$ cat config.mk
export PLATFORM = sky130hd
export DESIGN_NAME = sample_readout
export DESIGN_NICKNAME = d
export VERILOG_FILES = /design/src/rtl/acsp_pkg.sv /design/src/rtl/uart_byte_handshake.sv /design/src/rtl/sample_readout.sv
export SDC_FILE = /design/constraint.sdc
export NUM_CORES = 1
export LEC_CHECK = 0
export CELL_PAD_IN_SITES_DETAIL_PLACEMENT = 1
export CELL_PAD_IN_SITES_GLOBAL_PLACEMENT = 1
export CORE_MARGIN = 2
export CORE_UTILIZATION = 40
export DETAILED_ROUTE_END_ITERATION = 12
export PLACE_DENSITY_LB_ADDON = 0.1
export SLEW_MARGIN = 20
export SYNTH_ARGS = -nofsm -noshare
export SYNTH_HDL_FRONTEND = slang
export SYNTH_HIERARCHICAL = 1
export SYNTH_SLANG_ARGS = --single-unit
$ cat constraint.sdc
create_clock -name clock -period 2.8 [get_ports clock]
set_clock_uncertainty 0.15 [all_clocks]
set_input_delay 0.28 -clock clock [delete_from_list [all_inputs] [get_ports clock]]
set_output_delay 0.28 -clock clock [all_outputs]
set_load 0.02 [all_outputs]
$ cat src/rtl/acsp_pkg.sv
// Shared definitions for the acquisition readout path.
//   readout_state_t   : readout FSM / byte handshake state encoding
//   UART_BYTE_W       : width of one UART data byte
//   bytes_per_sample  : number of UART bytes needed to carry one sample
package acsp_pkg;

   localparam int unsigned UART_BYTE_W = 8;

   typedef enum logic [2:0] {
      IDLE,
      FETCH,
      WAIT_DATA,
      SEND,
      WAIT_ACK,
      WAIT_DONE,
      CHECKSUM,
      FINISH
   } readout_state_t;

   function automatic int unsigned bytes_per_sample(input int unsigned width);
      return (width + UART_BYTE_W - 1) / UART_BYTE_W;
   endfunction

endpackage

$ cat src/rtl/uart_byte_handshake.sv
// Single-byte transmit handshake towards the UART.
// A request latches tx_byte; the byte is launched with a one-cycle tx_start once the
// UART is idle, then the UART busy period (rise then fall) is tracked before byte_done.
//   clock, reset : system clock, synchronous active-high reset
//   tx_byte      : byte to send, sampled when request is high
//   request      : one-cycle pulse, only issued while the handshake is idle
//   tx_busy      : UART transmitter busy
//   tx_data      : byte presented to the UART, stable until the byte completes
//   tx_start     : one-cycle transmit request
//   byte_done    : one-cycle pulse once the UART has finished the byte
module uart_byte_handshake
   import acsp_pkg::*;
(
   input  logic                   clock,
   input  logic                   reset,
   input  logic [UART_BYTE_W-1:0] tx_byte,
   input  logic                   request,
   input  logic                   tx_busy,
   output logic [UART_BYTE_W-1:0] tx_data,
   output logic                   tx_start,
   output logic                   byte_done
);

   readout_state_t state_q;

   always_ff @(posedge clock) begin
      if (reset) begin
         state_q   <= IDLE;
         tx_data   <= '0;
         tx_start  <= 1'b0;
         byte_done <= 1'b0;
      end else begin
         tx_start  <= 1'b0;
         byte_done <= 1'b0;
         case (state_q)
            IDLE: begin
               if (request) begin
                  tx_data <= tx_byte;
                  state_q <= SEND;
               end
            end
            SEND: begin
               if (!tx_busy) begin
                  tx_start <= 1'b1;
                  state_q  <= WAIT_ACK;
               end
            end
            // tx_busy was low when tx_start went out, so its rise is the acknowledge.
            WAIT_ACK: begin
               if (tx_busy) begin
                  state_q <= WAIT_DONE;
               end
            end
            WAIT_DONE: begin
               if (!tx_busy) begin
                  byte_done <= 1'b1;
                  state_q   <= IDLE;
               end
            end
            default: state_q <= IDLE;
         endcase
      end
   end

endmodule

$ cat src/rtl/sample_readout.sv
// Drains captured samples from sample_fifo and streams them to the UART, LSB byte first.
// Optional feature macro: SAMPLE_READOUT_CHECKSUM_EN appends an XOR checksum byte.
//   clock, reset : system clock, synchronous active-high reset
//   start        : one-cycle start pulse, ignored unless idle
//   read_count   : samples to send, sampled on an accepted start
//   fifo_rd_en   : one-cycle FIFO read request
//   fifo_data    : FIFO read data, qualified by fifo_valid
//   fifo_valid   : fifo_data valid
//   fifo_empty   : FIFO has no data
//   tx_data      : byte to the UART
//   tx_start     : one-cycle UART transmit request
//   tx_busy      : UART busy
//   busy         : high from an accepted start until done
//   done         : one-cycle pulse at the end of readout
//   underrun     : sticky, FIFO ran dry before read_count samples were sent
module sample_readout
   import acsp_pkg::*;
#(
   parameter int unsigned SAMPLE_WIDTH = 8,
   parameter int unsigned COUNT_WIDTH  = 16
) (
   input  logic                    clock,
   input  logic                    reset,
   input  logic                    start,
   input  logic [COUNT_WIDTH-1:0]  read_count,
   output logic                    fifo_rd_en,
   input  logic [SAMPLE_WIDTH-1:0] fifo_data,
   input  logic                    fifo_valid,
   input  logic                    fifo_empty,
   output logic [UART_BYTE_W-1:0]  tx_data,
   output logic                    tx_start,
   input  logic                    tx_busy,
   output logic                    busy,
   output logic                    done,
   output logic                    underrun
);

   localparam int unsigned BPS     = bytes_per_sample(SAMPLE_WIDTH);
   localparam int unsigned SHIFT_W = BPS * UART_BYTE_W;
   localparam logic [1:0]  LAST_IDX = 2'(BPS - 1);
   localparam logic [COUNT_WIDTH-1:0] ONE = COUNT_WIDTH'(1);

   // Where the FSM goes when the sample stream ends; the checksum build sends one more byte.
`ifdef SAMPLE_READOUT_CHECKSUM_EN
   localparam readout_state_t EXIT_STATE = CHECKSUM;
   localparam logic           EXIT_REQ   = 1'b1;
`else
   localparam readout_state_t EXIT_STATE = FINISH;
   localparam logic           EXIT_REQ   = 1'b0;
`endif

   readout_state_t         state_q;
   logic [COUNT_WIDTH-1:0] cnt_q;
   logic [COUNT_WIDTH-1:0] sent_q;
   logic [SHIFT_W-1:0]     shift_q;
   logic [1:0]             idx_q;
   logic                   hs_req;
   logic [UART_BYTE_W-1:0] hs_byte;
   logic                   byte_done;

`ifdef SAMPLE_READOUT_CHECKSUM_EN
   logic [UART_BYTE_W-1:0] csum_q;
   assign hs_byte = (state_q == CHECKSUM) ? csum_q : shift_q[UART_BYTE_W-1:0];
`else
   assign hs_byte = shift_q[UART_BYTE_W-1:0];
`endif

   uart_byte_handshake u_handshake (
      .clock     (clock),
      .reset     (reset),
      .tx_byte   (hs_byte),
      .request   (hs_req),
      .tx_busy   (tx_busy),
      .tx_data   (tx_data),
      .tx_start  (tx_start),
      .byte_done (byte_done)
   );

   always_ff @(posedge clock) begin
      if (reset) begin
         state_q    <= IDLE;
         cnt_q      <= '0;
         sent_q     <= '0;
         shift_q    <= '0;
         idx_q      <= '0;
         hs_req     <= 1'b0;
         fifo_rd_en <= 1'b0;
         busy       <= 1'b0;
         done       <= 1'b0;
         underrun   <= 1'b0;
`ifdef SAMPLE_READOUT_CHECKSUM_EN
         csum_q     <= '0;
`endif
      end else begin
         fifo_rd_en <= 1'b0;
         done       <= 1'b0;
         hs_req     <= 1'b0;
         case (state_q)
            IDLE: begin
               if (start) begin
                  cnt_q    <= read_count;
                  sent_q   <= '0;
                  underrun <= 1'b0;
                  busy     <= 1'b1;
`ifdef SAMPLE_READOUT_CHECKSUM_EN
                  csum_q   <= '0;
`endif
                  if (read_count == '0) begin
                     state_q <= EXIT_STATE;
                     hs_req  <= EXIT_REQ;
                  end else begin
                     state_q <= FETCH;
                  end
               end
            end
            FETCH: begin
               if (fifo_empty) begin
                  underrun <= 1'b1;
                  state_q  <= EXIT_STATE;
                  hs_req   <= EXIT_REQ;
               end else begin
                  fifo_rd_en <= 1'b1;
                  state_q    <= WAIT_DATA;
               end
            end
            WAIT_DATA: begin
               if (fifo_valid) begin
                  shift_q <= SHIFT_W'(fifo_data);
                  idx_q   <= '0;
                  hs_req  <= 1'b1;
                  state_q <= SEND;
               end
            end
            // The handshake runs SEND/WAIT_ACK/WAIT_DONE; here we only step bytes on byte_done.
            SEND: begin
               if (byte_done) begin
`ifdef SAMPLE_READOUT_CHECKSUM_EN
                  csum_q <= csum_q ^ shift_q[UART_BYTE_W-1:0];
`endif
                  if (idx_q != LAST_IDX) begin
                     idx_q   <= idx_q + 2'd1;
                     shift_q <= shift_q >> UART_BYTE_W;
                     hs_req  <= 1'b1;
                  end else begin
                     sent_q <= sent_q + ONE;
                     if ((sent_q + ONE) == cnt_q) begin
                        state_q <= EXIT_STATE;
                        hs_req  <= EXIT_REQ;
                     end else begin
                        state_q <= FETCH;
                     end
                  end
               end
            end
`ifdef SAMPLE_READOUT_CHECKSUM_EN
            CHECKSUM: begin
               if (byte_done) begin
                  state_q <= FINISH;
               end
            end
`endif
            FINISH: begin
               done    <= 1'b1;
               busy    <= 1'b0;
               state_q <= IDLE;
            end
            default: state_q <= IDLE;
         endcase
      end
   end

endmodule

### After elaboration in Yosys (flattened, before gate mapping)

Index checks and enable logic that the tools add are counted.
Widths: inputs -> output; s select.

| cells by class | value |
|---|---|
| add/subtract/negate cells | 2 |
| equal/unequal tests | 18 |
| mux-type cells | 37 |
| bitwise logic cells | 3 |
| reduce and logical (&&, ||, !) cells | 19 |

Operators by type and width:

| cell | count |
|---|---|
| $mux 16 | 3 |
| $mux 3 | 11 |
| $pmux 16 s2 | 1 |
| $mux 8 | 3 |
| $pmux 3 s4 | 2 |
| $ne 2x2->1 const B | 9 |
| $add 16x1->16 const B | 1 |
| $eq 16x16->1 | 1 |
| $logic_not 16->1 | 1 |
| $pmux 8 s2 | 1 |
| $reduce_and 4->1 | 4 |
| $reduce_bool 2->1 | 5 |
| $eq 3x2->1 const B | 3 |
| $eq 3x3->1 const B | 3 |
| $mux 1 | 9 |
| $logic_not 3->1 | 2 |
| $mux 2 | 3 |
| $pmux 1 s2 | 3 |
| $reduce_and 2->1 | 3 |
| $reduce_or 2->1 | 3 |
| $pmux 2 s2 | 1 |
| $eq 3x1->1 const B | 1 |
| $not 1->1 | 3 |
| $reduce_and 3->1 | 1 |
| 2 further kinds | 2 |

| storage, ports and cells | value |
|---|---|
| register bits | 63 |
| input port bits | 30 |
| output and inout port bits | 13 |
| logic and storage cells | 93 |

### Depth between registers and ports, before layout

Gate-level depths: netlist (run 1).

| depth | value |
|---|---|
| word-level depth | 6 |
| mapped depth | 8 |
| gate-level depth less buffers | 7 |

### By module

The synthesis (run 1) kept the hierarchy.

Modules (own cells, without submodules):

| module | times used | cells each | area each (um^2) | sequential area each (um^2) |
|---|---|---|---|---|
| sample_readout | 1 | 341 | 2,630.0 | 1,001.0 |
| uart_byte_handshake | 1 | 56 | 488.0 | 260.2 |

### Worst setup path before layout (run 1)

Ideal clock, no wire load.

| timing path | value |
|---|---|
| kind | register to register |
| start point | register sent_q[0] |
| end point | register, netlist name state_q[1] |
| library setup time | 103 ps |
| data arrival time | 2,181 ps |
| required time | 2,547 ps |
| slack | 365 ps |
| stages on the path, launching flop included | 9 |
| path buffers | 1 |
| period minus slack after synthesis | 2,435 ps |
| cells stage by stage | dfxtp_1 ha_1 and3_1 buf_4 nand3_1 or3_1 a221oi_1 a41oi_2 a2111oi_2 |

RTL lines:

| element | line | source |
|---|---|---|
| from (decl) | sample_readout.sv:54 | `logic [COUNT_WIDTH-1:0] sent_q;` |
| from (signal assigned) | sample_readout.sv:145 | `sent_q <= sent_q + ONE;` |

==> metrics.txt, run 1 <==
# TYPE chip_impl_metric gauge
chip_impl_info{name="status",value="finished, final reports clean"} 1
chip_impl_metric{name="cts.htree.levels",unit=""} 3
chip_impl_info{name="startpoint_type",value="flop"} 1
chip_impl_metric{name="setup-violations-final",unit=""} 0
chip_impl_metric{name="final_cell_count_no_fill",unit=""} 546
chip_impl_metric{name="area_growth_syn_to_layout",unit="%"} 25.9
chip_impl_metric{name="critPathMaxStageDelay",unit="ps"} 450
chip_impl_metric{name="report.final.slew_viol_count",unit=""} 0
chip_impl_metric{name="antenna_found_initial",unit=""} 0
chip_impl_info{name="timing.critical_path.cells",value="ha_1, and3_2, nand3_1, or3_1, a221oi_1, a41oi_2, a2111oi_2"} 1
chip_impl_info{name="crit-reg2reg-launch",value="sent_q[0]"} 1
chip_impl_metric{name="p_seq_share",unit="%"} 42.7
chip_impl_info{name="rsz0062_at_grt",value="no"} 1
chip_impl_metric{name="synth-edff-count",unit=""} 0
chip_impl_metric{name="final_layout_size_suffix_gt1_share",unit="%"} 10.6
chip_impl_metric{name="dr.pass1.iters",unit=""} 4
chip_impl_info{name="end_kind",value="flop"} 1
chip_impl_metric{name="fin_setup_tns",unit="ps"} 0
chip_impl_metric{name="antennaDiodeCount",unit=""} 0
chip_impl_metric{name="drt_wirelength",unit="µm"} 8900
chip_impl_info{name="timing.hold.worst_endpoint",value="u_handshake/state_q[2]"} 1
chip_impl_metric{name="async_reset_ff_share",unit="%"} 0
chip_impl_metric{name="setup.reg_to_reg.worst_slack",unit="ps"} 170
chip_impl_metric{name="internal_power",unit="mW"} 1.69
chip_impl_info{name="critical-path-top-delay-family",value="compound AO/OA/AOI/OAI gates"} 1
chip_impl_metric{name="pwr-share-clk",unit="%"} 45.2
chip_impl_metric{name="core_area",unit="µm²"} 7650
chip_impl_info{name="regToRegEndpoint",value="state_q[1]"} 1
chip_impl_metric{name="post_syn_nets",unit=""} 429
chip_impl_metric{name="fin_area",unit="µm²"} 3930
chip_impl_metric{name="yosysWarnings",unit=""} 6
chip_impl_metric{name="drt_iter0_markers",unit=""} 106
chip_impl_metric{name="timing_worst_slew_pin_value",unit="ps"} 570
chip_impl_info{name="worst_path_max_delay_cell",value="dfxtp_1"} 1
chip_impl_metric{name="total_leakage_power",unit="nW"} 1.33
chip_impl_metric{name="final-hold-violation-count",unit=""} 0
chip_impl_metric{name="drc",unit=""} 0
chip_impl_metric{name="globalRouteOverflowTotal",unit=""} 0
chip_impl_metric{name="crit_fanout",unit=""} 7
chip_impl_metric{name="route.vias.total",unit=""} 2997
chip_impl_metric{name="quantity_of_hold_fixing_buffers_added_after_cts",unit=""} 0
chip_impl_metric{name="gp_congestion",unit=""} 0.811
chip_impl_info{name="tritoncts_clock_tree",value="done"} 1
chip_impl_metric{name="synth-seq-cells",unit=""} 63
chip_impl_metric{name="grt.total_usage",unit="%"} 22.3
chip_impl_metric{name="synth_sequential_area_ratio",unit="%"} 40.4
chip_impl_metric{name="layout_min_cycle_time",unit="ps"} 2630
chip_impl_metric{name="design.die.area",unit="µm²"} 8520
chip_impl_metric{name="synth_area_per_cell",unit="µm²"} 7.85
chip_impl_metric{name="post-route-period-util",unit="%"} 94.1
chip_impl_metric{name="r2r_cells",unit=""} 7
chip_impl_metric{name="final_critical_path_setup_slack",unit="ps"} 166
chip_impl_metric{name="max_clock_freq",unit="MHz"} 380
chip_impl_metric{name="max-clock-path-buffers",unit=""} 2
chip_impl_metric{name="p_sw",unit="mW"} 0.548
chip_impl_metric{name="post_place_worst_slack",unit="ps"} 141
chip_impl_metric{name="clock-sinks",unit=""} 63
chip_impl_metric{name="grt_max_degree",unit=""} 24
chip_impl_metric{name="vias_per_cell",unit=""} 5.49
chip_impl_info{name="flip_flop_cell_with_the_highest_count_after_synthesis",value="dfxtp_1"} 1
chip_impl_metric{name="combPwrFrac",unit="%"} 12.1
chip_impl_metric{name="hpwlAfterDp",unit="µm"} 6390
chip_impl_metric{name="drv.max_cap_violation_count",unit=""} 0
chip_impl_metric{name="maxSlewHeadroom",unit="%"} 61.9
chip_impl_info{name="crit_start",value="sent_q[0]"} 1
chip_impl_metric{name="postCtsSetupBuffers",unit=""} 0
chip_impl_metric{name="worst_ir_drop_vdd",unit="V"} 0.000362
chip_impl_metric{name="worstHoldPathCells",unit=""} 2
chip_impl_metric{name="required",unit="ps"} 2880
chip_impl_metric{name="final_net_count",unit=""} 471
chip_impl_metric{name="dp_cells",unit=""} 530
chip_impl_metric{name="numCtsBuffers",unit=""} 9
chip_impl_metric{name="cp_arrival",unit="ps"} 2720
chip_impl_info{name="critPathKind",value="reg2reg"} 1
chip_impl_metric{name="clock_latency",unit="ps"} 340
chip_impl_metric{name="initial_core_util",unit="%"} 40.8
chip_impl_metric{name="wl_per_cell",unit="µm"} 16.3
chip_impl_metric{name="cts.clk_slew.worst_paths",unit="ps"} 70
chip_impl_metric{name="first_global_vias",unit=""} 3021
chip_impl_metric{name="power-per-cell-area",unit="nW/µm²"} 569
chip_impl_metric{name="placed_area",unit="µm²"} 3660
chip_impl_metric{name="die_width",unit="µm"} 92.3
chip_impl_metric{name="std_cell_rows",unit=""} 32
chip_impl_metric{name="crit_path_buffers_inverters",unit=""} 0
chip_impl_metric{name="synthCells",unit=""} 397
chip_impl_metric{name="buffer_ports.inserted",unit=""} 42
chip_impl_metric{name="filler_cell_count",unit=""} 920
chip_impl_metric{name="power_switching_share",unit="%"} 24.5
chip_impl_metric{name="pin_count",unit=""} 43
chip_impl_metric{name="synth_cell_type_count",unit=""} 56
chip_impl_metric{name="netlist_area",unit="µm²"} 3120
chip_impl_metric{name="remaining_antenna_violation_count",unit=""} 0
chip_impl_info{name="cts_root_buffer",value="clkbuf_8"} 1
chip_impl_metric{name="dieHeight",unit="µm"} 92.3
chip_impl_metric{name="power",unit="mW"} 2.23
chip_impl_info{name="hold_path.startpoint",value="reset"} 1
chip_impl_info{name="timing.hold.worst.class",value="in2reg"} 1
chip_impl_metric{name="global_route_wire_length_before_repair",unit="µm"} 14900
through the flow:
step / hold WS (ps) / util [%]
6_report: 210 / 51.3
5_1_grt: 246 / 51.3
4_1_cts: 208 / 51.2
3_5_place_dp: 296 / 47.9
3_3_place_gp: 289 / 47.9
2_1_floorplan: 199 / -
sequential cells by signal, summed over array words and instances (netlist names), 2 cells and up:
register,cells
cnt_q,16
hs_byte,8
idx_q,2
sent_q,16
state_q,3
u_handshake/state_q,3
u_handshake/tx_data,8
synth_stat cells, drive strengths merged, types with 6 or more instances:
cell type,number,area (µm²)
a21oi,59,295
buf,9,47.5
clkbuf,17,63.8
dfxtp,63,1260
inv,7,26.3
nand2,73,274
nand3,19,95.1
nor2,29,109
nor3,7,45.0
nor4,6,37.5
o21ai,15,75.1
or3,8,56.3
xnor2,15,131
layout make-up:
class	count	area, µm²	area share, %
Clock inverter	5	104	2.65
Tap cell	102	128	3.25
Inverter	7	26.3	0.669
Timing Repair Buffer	57	528	13.4
Sequential cell	63	1260	32.1
Clock buffer	11	151	3.86
Multi-Input combinational cell	301	1730	44.0
layout by cell type, fill, tap and decap left out, drive strengths merged, types with 2 or more instances in the layout:
master / synthesis / layout
nand4: 5 / 5
inv: 7 / 7
nand2: 73 / 73
nor3b: 3 / 3
nor4: 6 / 6
o21ai: 15 / 15
ha: 2 / 2
and3b: 2 / 2
nand3b: 5 / 5
xnor2: 15 / 15
clkdlybuf4s50: 0 / 41
a211oi: 4 / 4
a211o: 2 / 2
and3: 5 / 5
and4: 3 / 3
or4: 4 / 4
a21oi: 59 / 59
nor3: 7 / 7
clkinv: 0 / 2
a2111oi: 2 / 2
nand3: 19 / 19
clkbuf: 17 / 11
nand2b: 2 / 2
nor2b: 2 / 2
dfxtp: 63 / 63
nor2: 29 / 29
buf: 9 / 16
xor2: 4 / 4
a31oi: 5 / 5
mux2i: 2 / 2
bufinv: 0 / 3
or3: 8 / 8
kinds of logic (layout without fill, tap and decap cells):
group | Yosys count | in the layout | share of synthesized area [%]
xor gates and xnor gates | 19 | 19 | 5.34
AOI/OAI and AO/OA | 100 | 100 | 19.4
muxes | 2 | 2 | 0.642
buffers and inverters | 33 | 80 | 4.41
and+or+nand+nor | 178 | 178 | 28.9
adders and majority gates | 2 | 2 | 0.802
DFF | 63 | 63 | 40.4
how the worst max path moves through the flow:
stage                     slack [ps]    endpoint  cells after the start
final                            170  state_q[1]                      7
after global routing              30  state_q[1]                      7
after CTS                        100  state_q[1]                      7
after detailed placement         140  state_q[1]                      7
after global placement           220  state_q[1]                      7
after floorplan                  370  state_q[1]                      8
what timing repair did:
item,4_1_cts,5_1_grt
setup endpoints to repair,0,2
resized for setup,0,3
hold endpoints to repair,0,0
worst register-to-register path: cells and delay by family (launching register included):
kind | cells | cell delay (ps)
AO/OA/AOI/OAI | 3 | 900
AND/OR/NAND/NOR | 3 | 730
flip-flops | 1 | 450
adder cells (fa/ha/maj) | 1 | 300
power by group through the flow:
stage | combinational [mW] | clock [mW] | sequential (mW)
4_1_cts | 0.271 | 1.03 | 0.952
6_report | 0.270 | 1.01 | 0.953
3_5_place_dp | 0.268 | 0 | 0.973
3_3_place_gp | 0.265 | 0 | 0.972
5_1_grt | 0.299 | 1.06 | 0.956
2_1_floorplan | 0.152 | 0 | 0.969
layer usage:
metal | vias to the layer above | track usage [%] | share of wire [%] | wire length (µm)
met2 | 57 | 35.8 | 46 | 4110
met3 | 9 | 4.23 | 3.1 | 280
met5 | - | 0 | 0 | 0
met4 | 0 | 7.96 | 1.4 | 128
met1 | 1453 | 30.0 | 49 | 4390
li1 | 1478 | - | - | -
No activity file was read; power rests on OpenSTA's default activity.
==> run 2, diff against run 1 <==
- GPL_ROUTABILITY_DRIVEN: not set -> 0
==> results of run 2 <==
No change in the layout: final DEF, timing and power equal those of run 1.
